**src/rtl/seg_pkg.sv**
```systemverilog
// rtl/seg_pkg.sv - shared constants, state type and helpers for segment_readback
// Purpose: legal seven-segment patterns (bit6=a .. bit0=g, 1 = lit), the blank
//          pattern, illegal-digit markers, the readback FSM state type and the
//          BCD-to-binary helper.
// Ports:   none (package).
package seg_pkg;

    localparam logic [6:0] SEG_0     = 7'h7E;
    localparam logic [6:0] SEG_1     = 7'h30;
    localparam logic [6:0] SEG_2     = 7'h6D;
    localparam logic [6:0] SEG_3     = 7'h79;
    localparam logic [6:0] SEG_4     = 7'h33;
    localparam logic [6:0] SEG_5     = 7'h5B;
    localparam logic [6:0] SEG_6     = 7'h5F;
    localparam logic [6:0] SEG_7     = 7'h70;
    localparam logic [6:0] SEG_8     = 7'h7F;
    localparam logic [6:0] SEG_9     = 7'h7B;
    localparam logic [6:0] SEG_BLANK = 7'h00;

    localparam logic [3:0] BCD_ILLEGAL   = 4'hF;
    localparam logic [6:0] VALUE_ILLEGAL = 7'd127;

    typedef enum logic [1:0] {
        IDLE   = 2'd0,
        SETTLE = 2'd1,
        LOCKED = 2'd2
    } state_e;

    // tens*10 + ones as shift-and-add; both digits are 0..9 so the sum fits 7 bits
    function automatic logic [6:0] bcd_value(input logic [3:0] tens, input logic [3:0] ones);
        return {tens, 3'b000} + {2'b00, tens, 1'b0} + {3'b000, ones};
    endfunction

endpackage

```
**src/rtl/segment_readback_if.sv**
```systemverilog
// rtl/segment_readback_if.sv - display-lines bus between a segment driver and segment_readback
// Purpose: groups the enable, the two segment buses and the decoded results.
// Signals: input_ENA, input_SEG1[6:0], input_SEG0[6:0] (driver -> reader);
//          output_Y1[3:0], output_Y0[3:0], output_VALUE[6:0], output_VALID,
//          output_ERR (reader -> driver).
// Modports: master = segment driver / observer, slave = segment_readback.
interface segment_readback_if;
    logic       input_ENA;
    logic [6:0] input_SEG1;
    logic [6:0] input_SEG0;
    logic [3:0] output_Y1;
    logic [3:0] output_Y0;
    logic [6:0] output_VALUE;
    logic       output_VALID;
    logic       output_ERR;

    modport master (
        output input_ENA, input_SEG1, input_SEG0,
        input  output_Y1, output_Y0, output_VALUE, output_VALID, output_ERR
    );

    modport slave (
        input  input_ENA, input_SEG1, input_SEG0,
        output output_Y1, output_Y0, output_VALUE, output_VALID, output_ERR
    );
endinterface

```
**src/rtl/seg7_to_bcd.sv**
```systemverilog
// rtl/seg7_to_bcd.sv - combinational seven-segment pattern to BCD digit decoder
// Purpose: maps one 7-bit pattern to its digit, or BCD_ILLEGAL with illegal_o set.
// Parameter: BLANK_OK - when 1 the all-off pattern decodes as a legal 0.
// Ports: seg_i[6:0] pattern in; digit_o[3:0] digit out; illegal_o pattern not a digit.
module seg7_to_bcd
    import seg_pkg::*;
#(
    parameter bit BLANK_OK = 1'b0
) (
    input  logic [6:0] seg_i,
    output logic [3:0] digit_o,
    output logic       illegal_o
);

    always_comb begin
        digit_o   = BCD_ILLEGAL;
        illegal_o = 1'b1;
        case (seg_i)
            SEG_0:     begin digit_o = 4'd0; illegal_o = 1'b0; end
            SEG_1:     begin digit_o = 4'd1; illegal_o = 1'b0; end
            SEG_2:     begin digit_o = 4'd2; illegal_o = 1'b0; end
            SEG_3:     begin digit_o = 4'd3; illegal_o = 1'b0; end
            SEG_4:     begin digit_o = 4'd4; illegal_o = 1'b0; end
            SEG_5:     begin digit_o = 4'd5; illegal_o = 1'b0; end
            SEG_6:     begin digit_o = 4'd6; illegal_o = 1'b0; end
            SEG_7:     begin digit_o = 4'd7; illegal_o = 1'b0; end
            SEG_8:     begin digit_o = 4'd8; illegal_o = 1'b0; end
            SEG_9:     begin digit_o = 4'd9; illegal_o = 1'b0; end
            SEG_BLANK: begin
                if (BLANK_OK) begin
                    digit_o   = 4'd0;
                    illegal_o = 1'b0;
                end
            end
            default:   begin end
        endcase
    end

endmodule

```
**src/rtl/segment_readback.sv**
```systemverilog
// rtl/segment_readback.sv - two-digit seven-segment display readback with stability filter
// Purpose: synchronizes the tens/ones segment buses, waits for STABLE_CYCLES identical
//          samples, then decodes the word to Y1/Y0/VALUE/ERR and strobes VALID when the
//          accepted word is new.
// Ports:  input_CLK, input_RSTn (async, active low), bus (segment_readback_if.slave).
// Param:  STABLE_CYCLES (1..255).
// Macro:  SEG_LEADING_BLANK_EN - all-off tens pattern decodes as 0 (leading-zero blanking).
module segment_readback
    import seg_pkg::*;
#(
    parameter int unsigned STABLE_CYCLES = 4
) (
    input  logic                input_CLK,
    input  logic                input_RSTn,
    segment_readback_if.slave   bus
);

    localparam logic [7:0] STABLE_MAX = 8'(STABLE_CYCLES);

`ifdef SEG_LEADING_BLANK_EN
    localparam bit TENS_BLANK_OK = 1'b1;
`else
    localparam bit TENS_BLANK_OK = 1'b0;
`endif

    logic [13:0] sync1_q, sync2_q;
    logic        ena_q;
    state_e      state_q, state_d;
    logic [7:0]  cnt_q, cnt_d, cnt_inc;
    logic        acc_q, acc_d;
    logic [13:0] acc_word_q, acc_word_d;
    logic        valid_q, valid_d;
    logic [3:0]  y1_q, y0_q;
    logic [6:0]  value_q, value_d;
    logic        err_q, err_d;
    logic        same, accept;
    logic [3:0]  tens_digit, ones_digit;
    logic        tens_bad, ones_bad;

    seg7_to_bcd #(.BLANK_OK(TENS_BLANK_OK)) u_tens (
        .seg_i     (sync2_q[13:7]),
        .digit_o   (tens_digit),
        .illegal_o (tens_bad)
    );

    seg7_to_bcd #(.BLANK_OK(1'b0)) u_ones (
        .seg_i     (sync2_q[6:0]),
        .digit_o   (ones_digit),
        .illegal_o (ones_bad)
    );

    // sync1_q is the synchronized word of the next cycle, so comparing it with
    // sync2_q tells whether the synchronized word holds across the coming edge.
    // ENA is registered once so the filter and FSM see it on the same footing.
    always_comb begin
        same    = (sync1_q == sync2_q);
        cnt_inc = (cnt_q >= STABLE_MAX) ? cnt_q : cnt_q + 8'd1;
        state_d = state_q;
        cnt_d   = cnt_q;
        accept  = 1'b0;
        if (!ena_q) begin
            state_d = IDLE;
            cnt_d   = 8'd0;
        end else begin
            case (state_q)
                IDLE: begin
                    state_d = SETTLE;
                    cnt_d   = 8'd0;
                end
                SETTLE: begin
                    cnt_d = same ? cnt_inc : 8'd0;
                    if (same && cnt_inc == STABLE_MAX) begin
                        state_d = LOCKED;
                        accept  = 1'b1;
                    end
                end
                LOCKED: begin
                    if (!same) begin
                        state_d = SETTLE;
                        cnt_d   = 8'd0;
                    end
                end
                default: begin
                    state_d = IDLE;
                    cnt_d   = 8'd0;
                end
            endcase
        end

        // Leaving through IDLE forgets the accepted word so the next one strobes.
        acc_d      = (state_d == IDLE) ? 1'b0 : acc_q;
        acc_word_d = acc_word_q;
        valid_d    = accept && (!acc_q || sync2_q != acc_word_q);
        if (accept) begin
            acc_d      = 1'b1;
            acc_word_d = sync2_q;
        end

        err_d   = tens_bad | ones_bad;
        value_d = err_d ? VALUE_ILLEGAL : bcd_value(tens_digit, ones_digit);
    end

    always_ff @(posedge input_CLK or negedge input_RSTn) begin
        if (!input_RSTn) begin
            sync1_q    <= '0;
            sync2_q    <= '0;
            ena_q      <= 1'b0;
            state_q    <= IDLE;
            cnt_q      <= 8'd0;
            acc_q      <= 1'b0;
            acc_word_q <= '0;
            valid_q    <= 1'b0;
            y1_q       <= 4'd0;
            y0_q       <= 4'd0;
            value_q    <= 7'd0;
            err_q      <= 1'b0;
        end else begin
            sync1_q    <= {bus.input_SEG1, bus.input_SEG0};
            sync2_q    <= sync1_q;
            ena_q      <= bus.input_ENA;
            state_q    <= state_d;
            cnt_q      <= cnt_d;
            acc_q      <= acc_d;
            acc_word_q <= acc_word_d;
            valid_q    <= valid_d;
            if (accept) begin
                y1_q    <= tens_digit;
                y0_q    <= ones_digit;
                value_q <= value_d;
                err_q   <= err_d;
            end
        end
    end

    assign bus.output_Y1    = y1_q;
    assign bus.output_Y0    = y0_q;
    assign bus.output_VALUE = value_q;
    assign bus.output_VALID = valid_q;
    assign bus.output_ERR   = err_q;

endmodule
```
**src/flat_wrapper.sv**
```systemverilog
// flat-port wrapper written by rule: the top's interface ports become plain ports
module segment_readback_flat import seg_pkg::*;
#(
    parameter int unsigned STABLE_CYCLES = 4
)
  (input_CLK, input_RSTn, bus_input_ENA, bus_input_SEG1, bus_input_SEG0, bus_output_Y1, bus_output_Y0, bus_output_VALUE, bus_output_VALID, bus_output_ERR);
  segment_readback_if bus_i ();
  input  logic input_CLK;
  input  logic input_RSTn;
  input wire logic [$bits(bus_i.input_ENA)-1:0] bus_input_ENA;
  input wire logic [$bits(bus_i.input_SEG1)-1:0] bus_input_SEG1;
  input wire logic [$bits(bus_i.input_SEG0)-1:0] bus_input_SEG0;
  output wire logic [$bits(bus_i.output_Y1)-1:0] bus_output_Y1;
  output wire logic [$bits(bus_i.output_Y0)-1:0] bus_output_Y0;
  output wire logic [$bits(bus_i.output_VALUE)-1:0] bus_output_VALUE;
  output wire logic [$bits(bus_i.output_VALID)-1:0] bus_output_VALID;
  output wire logic [$bits(bus_i.output_ERR)-1:0] bus_output_ERR;
  assign bus_i.input_ENA = bus_input_ENA;
  assign bus_i.input_SEG1 = bus_input_SEG1;
  assign bus_i.input_SEG0 = bus_input_SEG0;
  assign bus_output_Y1 = bus_i.output_Y1;
  assign bus_output_Y0 = bus_i.output_Y0;
  assign bus_output_VALUE = bus_i.output_VALUE;
  assign bus_output_VALID = bus_i.output_VALID;
  assign bus_output_ERR = bus_i.output_ERR;
  segment_readback #(.STABLE_CYCLES(STABLE_CYCLES)) u_core (.input_CLK(input_CLK), .input_RSTn(input_RSTn), .bus(bus_i));
endmodule
```
**config.mk**
```make
export PLATFORM = sky130hd
export DESIGN_NAME = segment_readback_flat
export DESIGN_NICKNAME = d
export VERILOG_FILES = /design/src/rtl/seg_pkg.sv /design/src/rtl/segment_readback_if.sv /design/src/rtl/seg7_to_bcd.sv /design/src/rtl/segment_readback.sv /design/src/flat_wrapper.sv
export SDC_FILE = /design/constraint.sdc
export NUM_CORES = 1
export LEC_CHECK = 0
export ABC_AREA = 1
export CORE_MARGIN = 8
export CORE_UTILIZATION = 55
export CTS_BUF_LIST = sky130_fd_sc_hd__clkbuf_16
export CTS_CLUSTER_DIAMETER = 100
export DETAILED_ROUTE_END_ITERATION = 10
export PLACE_DENSITY = 0.8
export SETUP_SLACK_MARGIN = 0.4
export SLEW_MARGIN = 20
export SYNTH_ARGS = -nofsm -noshare
export SYNTH_HDL_FRONTEND = slang
export SYNTH_SLANG_ARGS = --single-unit
export TNS_END_PERCENT = 10
```
**constraint.sdc**
```tcl
create_clock -name input_CLK -period 4.1 [get_ports input_CLK]
set_clock_uncertainty 0.2 [all_clocks]
set_input_delay 0.41 -clock input_CLK [delete_from_list [all_inputs] [get_ports input_CLK]]
set_output_delay 0.41 -clock input_CLK [all_outputs]
set_load 0.05 [all_outputs]
```
==> impl_metrics.csv, run 1 <==
group,metric,value,unit
routing,drt-pass1-iter-count,5,
routing,routed_wl,7110,um
die,die_w,95.9,um
clocking,clkSinkCount,71,
power_and_ir_drop,p_per_area,383,nW/um^2
clocking,clockRootBuffer,"clkbuf_16",
power_and_ir_drop,p_leak,0.00210,uW
final_layout,nets,488,
yosys,async_reset_ff_share,100,%
sta,hold_viol,0,
global_routing,grt_pass1_vias,2713,
die,start_util,55.9,%
clocking,clkTransAtPathRegs,0.06,ns
sta,final_max_slew_viol_count,0,
global_routing,grt_max_degree,50,
placement,post-place-ws,0.460,ns
routing,ant_nets,0,
worst_setup_path,crit_top_cell,"nand2_1",
global_routing,grt_util_all_layers,16.9,%
routing,drt_iter0_drc,115,
die,core,6280,um^2
yosys,yosys_warnings,0,
final_layout,n_fill_cell,501,
global_routing,grt_antenna_before_repair,0,
worst_setup_path,start_kind,"flop",
clocking,tritoncts,"built",
clocking,cts_buffer_depth,2,
worst_setup_path,path_max_fanout,12,
clocking,cts_buffers,9,
yosys,yosys.cell_types.count,31,
yosys,synth_seq_cells,71,
worst_setup_path,crit_arrival,3.48,ns
final_layout,final_layout_size_suffix_gt1_share,9.46,%
routing,viasPerCell,5.21,
run,max-cap-violations,0,
yosys,synth-main-ff-cell,"dfrtp_1",
routing,wire_per_inst,13.1,um
yosys,synth_nets,454,
routing,drc_errors,0,
placement,routabilityCongestion,0.985,
die,ios,34,
hold_path,hold_class,"reg -> reg",
yosys,yosysTopAreaCell,"dfrtp_1",
routing,dr_total_vias,2823,
status,status,"finished clean",
worst_setup_path,max_stage_delay,0.49,ns
yosys,synth_edf_count,0,
sta,finalCritPeriodShare,84.4,%
clocking,clk_latency,0.33,ns
yosys,netlist_area,3510,um^2
global_routing,gr-total-overflow,0,
sta,slew_headroom,39.3,%
sta,setup_viol,0,
worst_setup_path,required,4.12,ns
placement,numPortBuffers,33,
clocking,cts.htree.levels,3,
die,die_area,9190,um^2
yosys,post-synth-top-count-cell,"nand2_1",
yosys,yosysSeqAreaShare,50.6,%
power_and_ir_drop,max-vdd-ir-drop,295,uV
final_layout,num_antenna_cells,0,
sta,finalCriticalPeriod,3.46,ns
yosys,synth_area_leaders,"dfrtp_1 (51%), nand2_1 (15%), inv_1 (4.6%)",
final_layout,syn2layout_area_growth,18.8,%
die,fp-row-count,29,
placement,dpl.hpwl,5050,um
yosys,ys_top_cells_by_count,"nand2_1 (137), dfrtp_1 (71), inv_1 (43)",
worst_setup_path,cpMaxStageDelayCell,"fa_1",
global_routing,grt_pass1_wl,12100,um
sta,clock.fmax,0.289,GHz
worst_setup_path,criticalPathCategory,"reg -> reg",
yosys,post_synth.cell_area_avg,8.24,um^2
yosys,yosysTopAreaCellShare,50.6,%
die,die_h,95.9,um
sta,rsz0062_at_grt,"false",
worst_setup_path,cp-end-kind,"flop",
sta,finalWorstSetupSlack,0.639,ns
sta,finalSetupTns,0,ns
worst_setup_path,cp_cell_sequence,"inv_1 > nor2_1 > nand2_1 > o21ai_0 > nor2_1 > nand3_2 > nand2_1 > inv_1 > fa_1 > fa_1 > o21ai_0 > a21oi_1 > xor2_1 > inv_1 > nand3_1 > nand2_1 > nand2_1",
yosys,synth_cells,426,
worst_setup_path,regToRegSetupSlack,0.64,ns
sta,worst-slew-pin-transition,0.908,ns
==> per-layer routing <==
metal	track usage (%)	share of wire, %	routed length (um)
met5	0	0	0
met4	10.5	2.2	157
met3	3.59	5.9	423
met2	26.7	47	3360
met1	20.8	45	3170
==> worst max-delay path: cells and delay by family (launching register included) <==
| family | cells | cell delay [ns] |
|---|---|---|
| adders and majority gates | 2 | 0.96 |
| DFF | 1 | 0.40 |
| buffers and inverters | 3 | 0.29 |
| and+or+nand+nor | 8 | 0.96 |
| xor gates and xnor gates | 1 | 0.15 |
| AOI/OAI and AO/OA | 3 | 0.41 |
==> registers in the layout, summed over array words and instances, names as in the netlist <==
register / count
u_core.acc_word_q: 14
u_core.sync1_q: 14
u_core.sync2_q: 14
u_core.cnt_q: 8
u_core.bus.output_VALUE: 7
u_core.bus.output_Y0: 4
u_core.bus.output_Y1: 4
u_core.state_q: 2
u_core.acc_q: 1
u_core.bus.output_ERR: 1
u_core.bus.output_VALID: 1
u_core.ena_q: 1
==> stage by stage <==
stage | power, uW | hold WS [ns] | utilization [%] | area (um^2) | std cells
finish | 1600 | 0.198 | 66.4 | 4170 | 542
global route | 1660 | 0.209 | 66.4 | 4170 | 542
CTS | 1610 | 0.100 | 65.8 | 4130 | 541
detailed placement | 869 | 0.187 | 61.3 | 3850 | 525
global placement | 863 | 0.183 | 61.3 | 3850 | 525
floorplan | 822 | -0.0856 | - | 3510 | 426
==> kinds of logic (layout without fill, tap and decap cells) <==
kind of cell             Yosys count  count (layout)  share of synthesized area, %
AND/OR/NAND/NOR                  220             220                          26.1
flip-flops                        71              71                          50.6
buffers and inverters             66             105                          8.31
XOR/XNOR                          12              12                          3.00
AO/OA/AOI/OAI                     46              46                          7.63
adder cells (fa/ha/maj)           11              11                          4.35
==> repair_timing <==
| action | CTS | global route |
|---|---|---|
| setup endpoints to repair | 0 | 2 |
| endpoints found under the hold margin | 0 | 45 |
| setup buffers | 0 | 0 |
| resized for setup | 0 | 9 |
| hold buffers | 0 | 1 |
==> layout by cell type (no fill, tap or decap), types with 7 or more instances in the layout <==
cell type / instances
o21ai_0: 17
nand3_1: 19
inv_2: 12
o21ai_1: 11
xor2_1: 8
ha_1: 9
nor3_1: 11
nor2_1: 31
inv_1: 44
clkdlybuf4s50_1: 32
dfrtp_1: 69
clkbuf_16: 9
nand2_1: 136
nand4_1: 9
nor2_2: 7
==> layout make-up <==
class | count | area, um^2 | share of cell area (%)
clock buffer | 9 | 225 | 5.40
clock inverter | 7 | 56.3 | 1.35
inverter | 54 | 203 | 4.86
multi-input combinational | 289 | 1460 | 35.1
sequential | 71 | 1780 | 42.7
tap | 77 | 96.3 | 2.31
timing repair buffer | 35 | 345 | 8.29
==> final timing paths <==
kind / start / endpoint / cells after the start
min: u_core.sync1_q[2] / u_core.sync2_q[2] / 0
max: u_core.sync2_q[3] / u_core.bus.output_VALUE[6] / 17
max reg2reg: u_core.sync2_q[3] / u_core.bus.output_VALUE[6] / 17
min reg2reg: u_core.sync1_q[2] / u_core.sync2_q[2] / 0
min in group asynchronous: input_RSTn / u_core.sync1_q[4] / 2
max in group asynchronous: input_RSTn / u_core.sync2_q[12] / 3
==> report_power, final <==
part           total, uW  internal, uW  switching, uW
clock                736           460            276
sequential           735           717           18.0
combinational        126          50.1           75.8
total               1600          1230            370
No activity file was read; power rests on OpenSTA's default activity.
==> run 2, diff against run 1 <==
- clock period: 4.1 -> 3.6 ns (I/O delays scaled with it)
==> run 2 against run 1 <==
Effect of this change: largest power group is now sequential cells; critical endpoint unchanged; combinational power rose by 69%; register-to-register slack got worse by 0.15 ns; worst hold slack got worse by 0.0041 ns; via count rose by 6.7%; non-clock buffer count rose by 32; sequential cell count did not move; largest cell class unchanged; sequential share of layout area fell by 3.4 points; first-iteration DRC count rose by 38%.
==> impl_metrics.csv, run 2 (synthesis gave the netlist of run 1 again) <==
group,metric,value,unit
clocking,cts.htree.levels,3,
sta,setup_viol,0,
clocking,cts_buffer_depth,2,
global_routing,grt_util_all_layers,18.2,%
routing,ant_nets,0,
routing,wl_met3,397,um
worst_setup_path,criticalPathCategory,"reg -> reg",
global_routing,grt_pass1_wl,13000,um
final_layout,utilization,72.4,%
final_layout,syn2layout_area_growth,29.5,%
clocking,clockRootBuffer,"clkbuf_16",
placement,dpl.hpwl,5270,um
power_and_ir_drop,pwr-share-clk,41.4,%
status,status,"finished clean",
sta,finalSetupTns,0,ns
routing,viasPerCell,5.27,
sta,worst-slew-pin-transition,0.571,ns
global_routing,grt_pass1_vias,2884,
final_layout,n_fill_cell,468,
die,start_util,55.9,%
worst_setup_path,start_kind,"flop",
sta,final_max_slew_viol_count,0,
final_layout,final_cell_area,4540,um^2
sta,clock.fmax,0.321,GHz
routing,routed_wl,8090,um
placement,routabilityCongestion,0.858,
power_and_ir_drop,p_sw,434,uW
worst_setup_path,cp-end-kind,"flop",
routing,dr_total_vias,3012,
power_and_ir_drop,p_leak,0.00223,uW
clocking,clkSinkCount,71,
die,die_h,95.9,um
routing,wl_met2,4070,um
worst_setup_path,path_max_fanout,5,
worst_setup_path,crit_arrival,3.13,ns
global_routing,grt_max_degree,48,
routing,drc_errors,0,
power_and_ir_drop,p_per_area,395,nW/um^2
hold_path,hold_path.startpoint,"u_core.sync1_q[6]",
sta,finalCritPeriodShare,86.4,%
die,die_area,9190,um^2
die,fp-row-count,29,
final_layout,layout_commonest_cell,"nand2_1",
worst_setup_path,r2r-end,"u_core.bus.output_VALUE[6]",
sta,finalCriticalPeriod,3.11,ns
global_routing,grt_antenna_before_repair,0,
die,core,6280,um^2
worst_setup_path,required,3.61,ns
final_layout,nets,520,
placement,numPortBuffers,33,
placement,place_area,3900,um^2
sta,hold_viol,0,
die,die_w,95.9,um
final_layout,reg_top3,"u_core.acc_word_q: 14 flops, u_core.sync1_q: 14 flops, u_core.sync2_q: 14 flops",
power_and_ir_drop,p_comb_share,11.9,%
routing,top_layer,"met4",
power_and_ir_drop,pwr-share-seq,46.7,%
final_layout,final_layout_size_suffix_gt1_share,22.5,%
clocking,clkTransAtPathRegs,0.05,ns
run,max-cap-violations,0,
power_and_ir_drop,p_int,1360,uW
sta,slew_headroom,61.9,%
routing,drt_iter0_drc,159,
clocking,clk_latency,0.32,ns
hold_path,hold_end,"u_core.sync2_q[6]",
power_and_ir_drop,switching_share,24.2,%
routing,wl_met1,3430,um
hold_path,hold_depth,0,
final_layout,final_cell_mix,"nand2_1 (126), dfrtp_1 (63), inv_1 (37), clkdlybuf4s50_1 (32), buf_4 (32)",
sta,rsz0062_at_grt,"true",
worst_setup_path,r2r_cells,18,
worst_setup_path,regToRegSetupSlack,0.49,ns
power_and_ir_drop,max-vdd-ir-drop,313,uV
routing,drt-pass1-iter-count,6,
clocking,tritoncts,"built",
clocking,cts_buffers,9,
die,ios,34,
routing,wire_per_inst,14.2,um
final_layout,num_antenna_cells,0,
global_routing,gr-total-overflow,0,
worst_setup_path,reg2reg_from,"u_core.sync2_q[9]",
hold_path,hold_class,"reg -> reg",
## run 2: cell types whose count changed in the layout (fill, tap and decap cells not counted), moves of 3 or more
cell | before | now
nand2_1 | 136 | 126
inv_1 | 44 | 37
nor3_2 | 0 | 4
nand2_2 | 3 | 11
dfrtp_2 | 2 | 8
inv_4 | 0 | 5
ha_4 | 0 | 4
nor3_1 | 11 | 6
o21ai_0 | 17 | 13
nor2_4 | 0 | 3
dfrtp_1 | 69 | 63
ha_1 | 9 | 5
buf_4 | 2 | 32
## run 2: cell type report
class | instances | area (um^2) | area share (%)
clock inverter | 4 | 16.3 | 0.358
multi-input combinational | 289 | 1610 | 35.5
inverter | 54 | 215 | 4.74
tap | 77 | 96.3 | 2.12
sequential | 71 | 1790 | 39.3
clock buffer | 9 | 225 | 4.96
timing repair buffer | 67 | 593 | 13.1
## run 2: worst max-delay path by stage
stage                        from                    endpoint  slack, ns  cells past startpoint
2_1_floorplan   u_core.sync2_q[4]  u_core.bus.output_VALUE[6]       0.43                     19
3_3_place_gp   u_core.sync2_q[12]  u_core.bus.output_VALUE[6]       0.26                     17
3_5_place_dp   u_core.sync2_q[12]  u_core.bus.output_VALUE[6]       0.20                     17
4_1_cts        u_core.sync2_q[13]  u_core.bus.output_VALUE[6]       0.41                     17
5_1_grt         u_core.sync2_q[9]  u_core.bus.output_VALUE[6]       0.32                     18
6_report        u_core.sync2_q[9]  u_core.bus.output_VALUE[6]       0.49                     18
## run 2: timing repair
item                                   in CTS  in global routing
hold buffers                                0                  1
gates resized for setup                    15                 48
pin swaps                                   2                 21
buffers inserted                            4                 21
setup endpoints to repair                   2                  2
endpoints found under the hold margin       0                 45
## run 2: critical path, stage by stage (launching register included)
cell	delay [ns]
dfrtp_1	0.40
buf_4	0.15
nor2_4	0.11
nand3_1	0.09
nor3_2	0.21
nor2_1	0.07
nand3_2	0.11
nand3b_1	0.18
ha_4	0.32
ha_4	0.13
inv_2	0.04
fa_2	0.39
o21ai_2	0.14
a21oi_2	0.07
xor2_1	0.14
inv_1	0.06
nand3_1	0.08
nand2_1	0.06
nand2_1	0.05
## run 2: through the flow
stage	setup slack [ns]	hold WS [ns]	std cells	total power, uW
5_1_grt	0.323	0.208	571	1870
6_report	0.488	0.194	571	1790
3_5_place_dp	0.197	0.188	532	997
4_1_cts	0.406	0.0483	549	1750
2_1_floorplan	0.431	-0.136	426	936
3_3_place_gp	0.264	0.180	532	991
## run 2: per-layer routing
metal	global-route usage, %	up-vias
li1	-	1478
met1	22.2	1429
met2	30.6	86
met3	4.13	19
met4	7.17	0
met5	0	-
## run 2: power by group through the flow
stage | Clock (uW) | Combinational (uW) | Sequential [uW]
3_3_place_gp | 0 | 144 | 847
3_5_place_dp | 0 | 148 | 848
4_1_cts | 758 | 157 | 835
2_1_floorplan | 0 | 94.1 | 842
6_report | 743 | 213 | 839
5_1_grt | 799 | 236 | 840
==> run 3, diff against run 2 <==
- HOLD_SLACK_MARGIN: default -> 0.03
==> results of run 3 <==
Same layout as run 2: the final DEF is identical, and so are final timing and power.
==> RTL edit (settings of run 3) <==
Add a define of `SEG_LEADING_BLANK_EN`.
--- a/src/rtl/segment_readback.sv
+++ b/src/rtl/segment_readback.sv
@@ -6,4 +6,6 @@
 // Param:  STABLE_CYCLES (1..255).
 // Macro:  SEG_LEADING_BLANK_EN - all-off tens pattern decodes as 0 (leading-zero blanking).
+`define SEG_LEADING_BLANK_EN
+
 module segment_readback
     import seg_pkg::*;
Behaviour: not the same (a bounded check fails within 10 cycles, from zero or initial values and one cycle with input_RSTn low).
==> RTL edit against run 3 <==
Cell area grew 5.0%. Via count is 9.2% higher. Routed wire length grew 12%. Utilization decreased by 1.8 points. Total power is 0.85% higher. Setup slack got worse by 0.082 ns. Sequential cell count is the same. Area after synthesis is 8.3% higher. Largest cell class is now multi-input combinational cells.
==> RTL edit: results (changes against run 3) <==
[global_route]
grt_first_pass_wirelength_um=14190  ; +9.1%
use_met1=0.2243  ; +0.001974
use_met3=0.05237  ; +0.01103
met2_usage=0.2848  ; -0.02146
grt_pass1_vias=3060  ; +6.1%
grt_max_degree=72  ; +50%

[final_layout]
final_cells=606  ; +6.1%
drive_gt1_frac=0.2833  ; +0.05857
num-nets-final=550  ; +5.8%

[worst_setup_path]
reg2reg_depth=19  ; +1
cp_slowest_cell=dfrtp_2
max_stage_delay_ns=0.48  ; +0.08 ns
cp.arrival_ns=3.21  ; +0.08 ns
cp_max_fo=7  ; +2
r2r_setup_slack_ns=0.41  ; -0.08 ns
rr_startpoint=u_core.sync2_q[10]

[route]
wl_met3_um=565  ; +42%
via_per_inst=5.426  ; +2.9%
wl_per_cell_um=14.88  ; +5.1%
wl_met2_um=4341  ; +6.7%
firstDrtPassIters=5  ; -1
drt_first_iter_violations=221  ; +39%

[hold_path]
hold_path.class=input pin to async pin

[placement]
dp.cells=569  ; +7.0%
gp_congestion=0.9759  ; +14%
dpl.hpwl_um=5508  ; +4.6%
preCtsSetupSlack_ns=0.2158  ; +0.01897 ns

[power]
peakVddDrop_mv=0.2470  ; -21%
p_leak_nw=2.479  ; +11%

[synthesis]
synth-compound-area-share=0.08465  ; +0.008331
yosysSeqAreaShare=0.4677  ; -0.03870
synth_xor_area_frac=0.01845  ; -0.01151
netlist_top_cells_area=dfrtp_1, nand2_1, inv_1, nor2_1, o21ai_2
synth.distinct_cells=34  ; +9.7%
synth_commonest_cells=nand2_1, dfrtp_1, inv_1, nor2_1, nand3_1
postSynthAreaPerCell_um2=8.169  ; -0.81%
synth_nets=493  ; +8.6%

[cts]
cts_resized=18  ; +3

[timing]
whs_ns=0.02965  ; -0.1641 ns

[run_status]
status=finished, final reports clean

-- RTL edit: cell count changes after synthesis, sizes merged, moves of 2 or more --
cell    delta
a221oi     +3
a22o       -2
inv       +17
nand2     +12
nand3      +5
nand3b     +2
nand4      -5
nor2      +19
nor3       -8
or2        +2
xor2       -4
-- RTL edit: layout make-up --
type	instances	area, µm²
clock buffer	9	225.2
timing repair buffer	56	498.0
sequential	71	1792
multi-input combinational	313	1854
clock inverter	6	30.03
inverter	71	271.5
tap	80	100.1
fill	492	1986
-- RTL edit: cells by family (layout without fill, tap and decap cells) --
logic type,after synthesis,in the layout
simple gates,248,248
buf+inv,81,142
fa+ha+maj,11,11
xor+xnor,8,8
compound gates,46,46
flops,71,71
-- RTL edit: report_power, final --
part           internal (mW)  leakage (nW)  switching (mW)  total [mW]
registers              0.818         0.910          0.0271       0.845
logic                 0.0860          1.44           0.116       0.202
clock network          0.452         0.130           0.310       0.763
total                   1.36          2.48           0.453        1.81
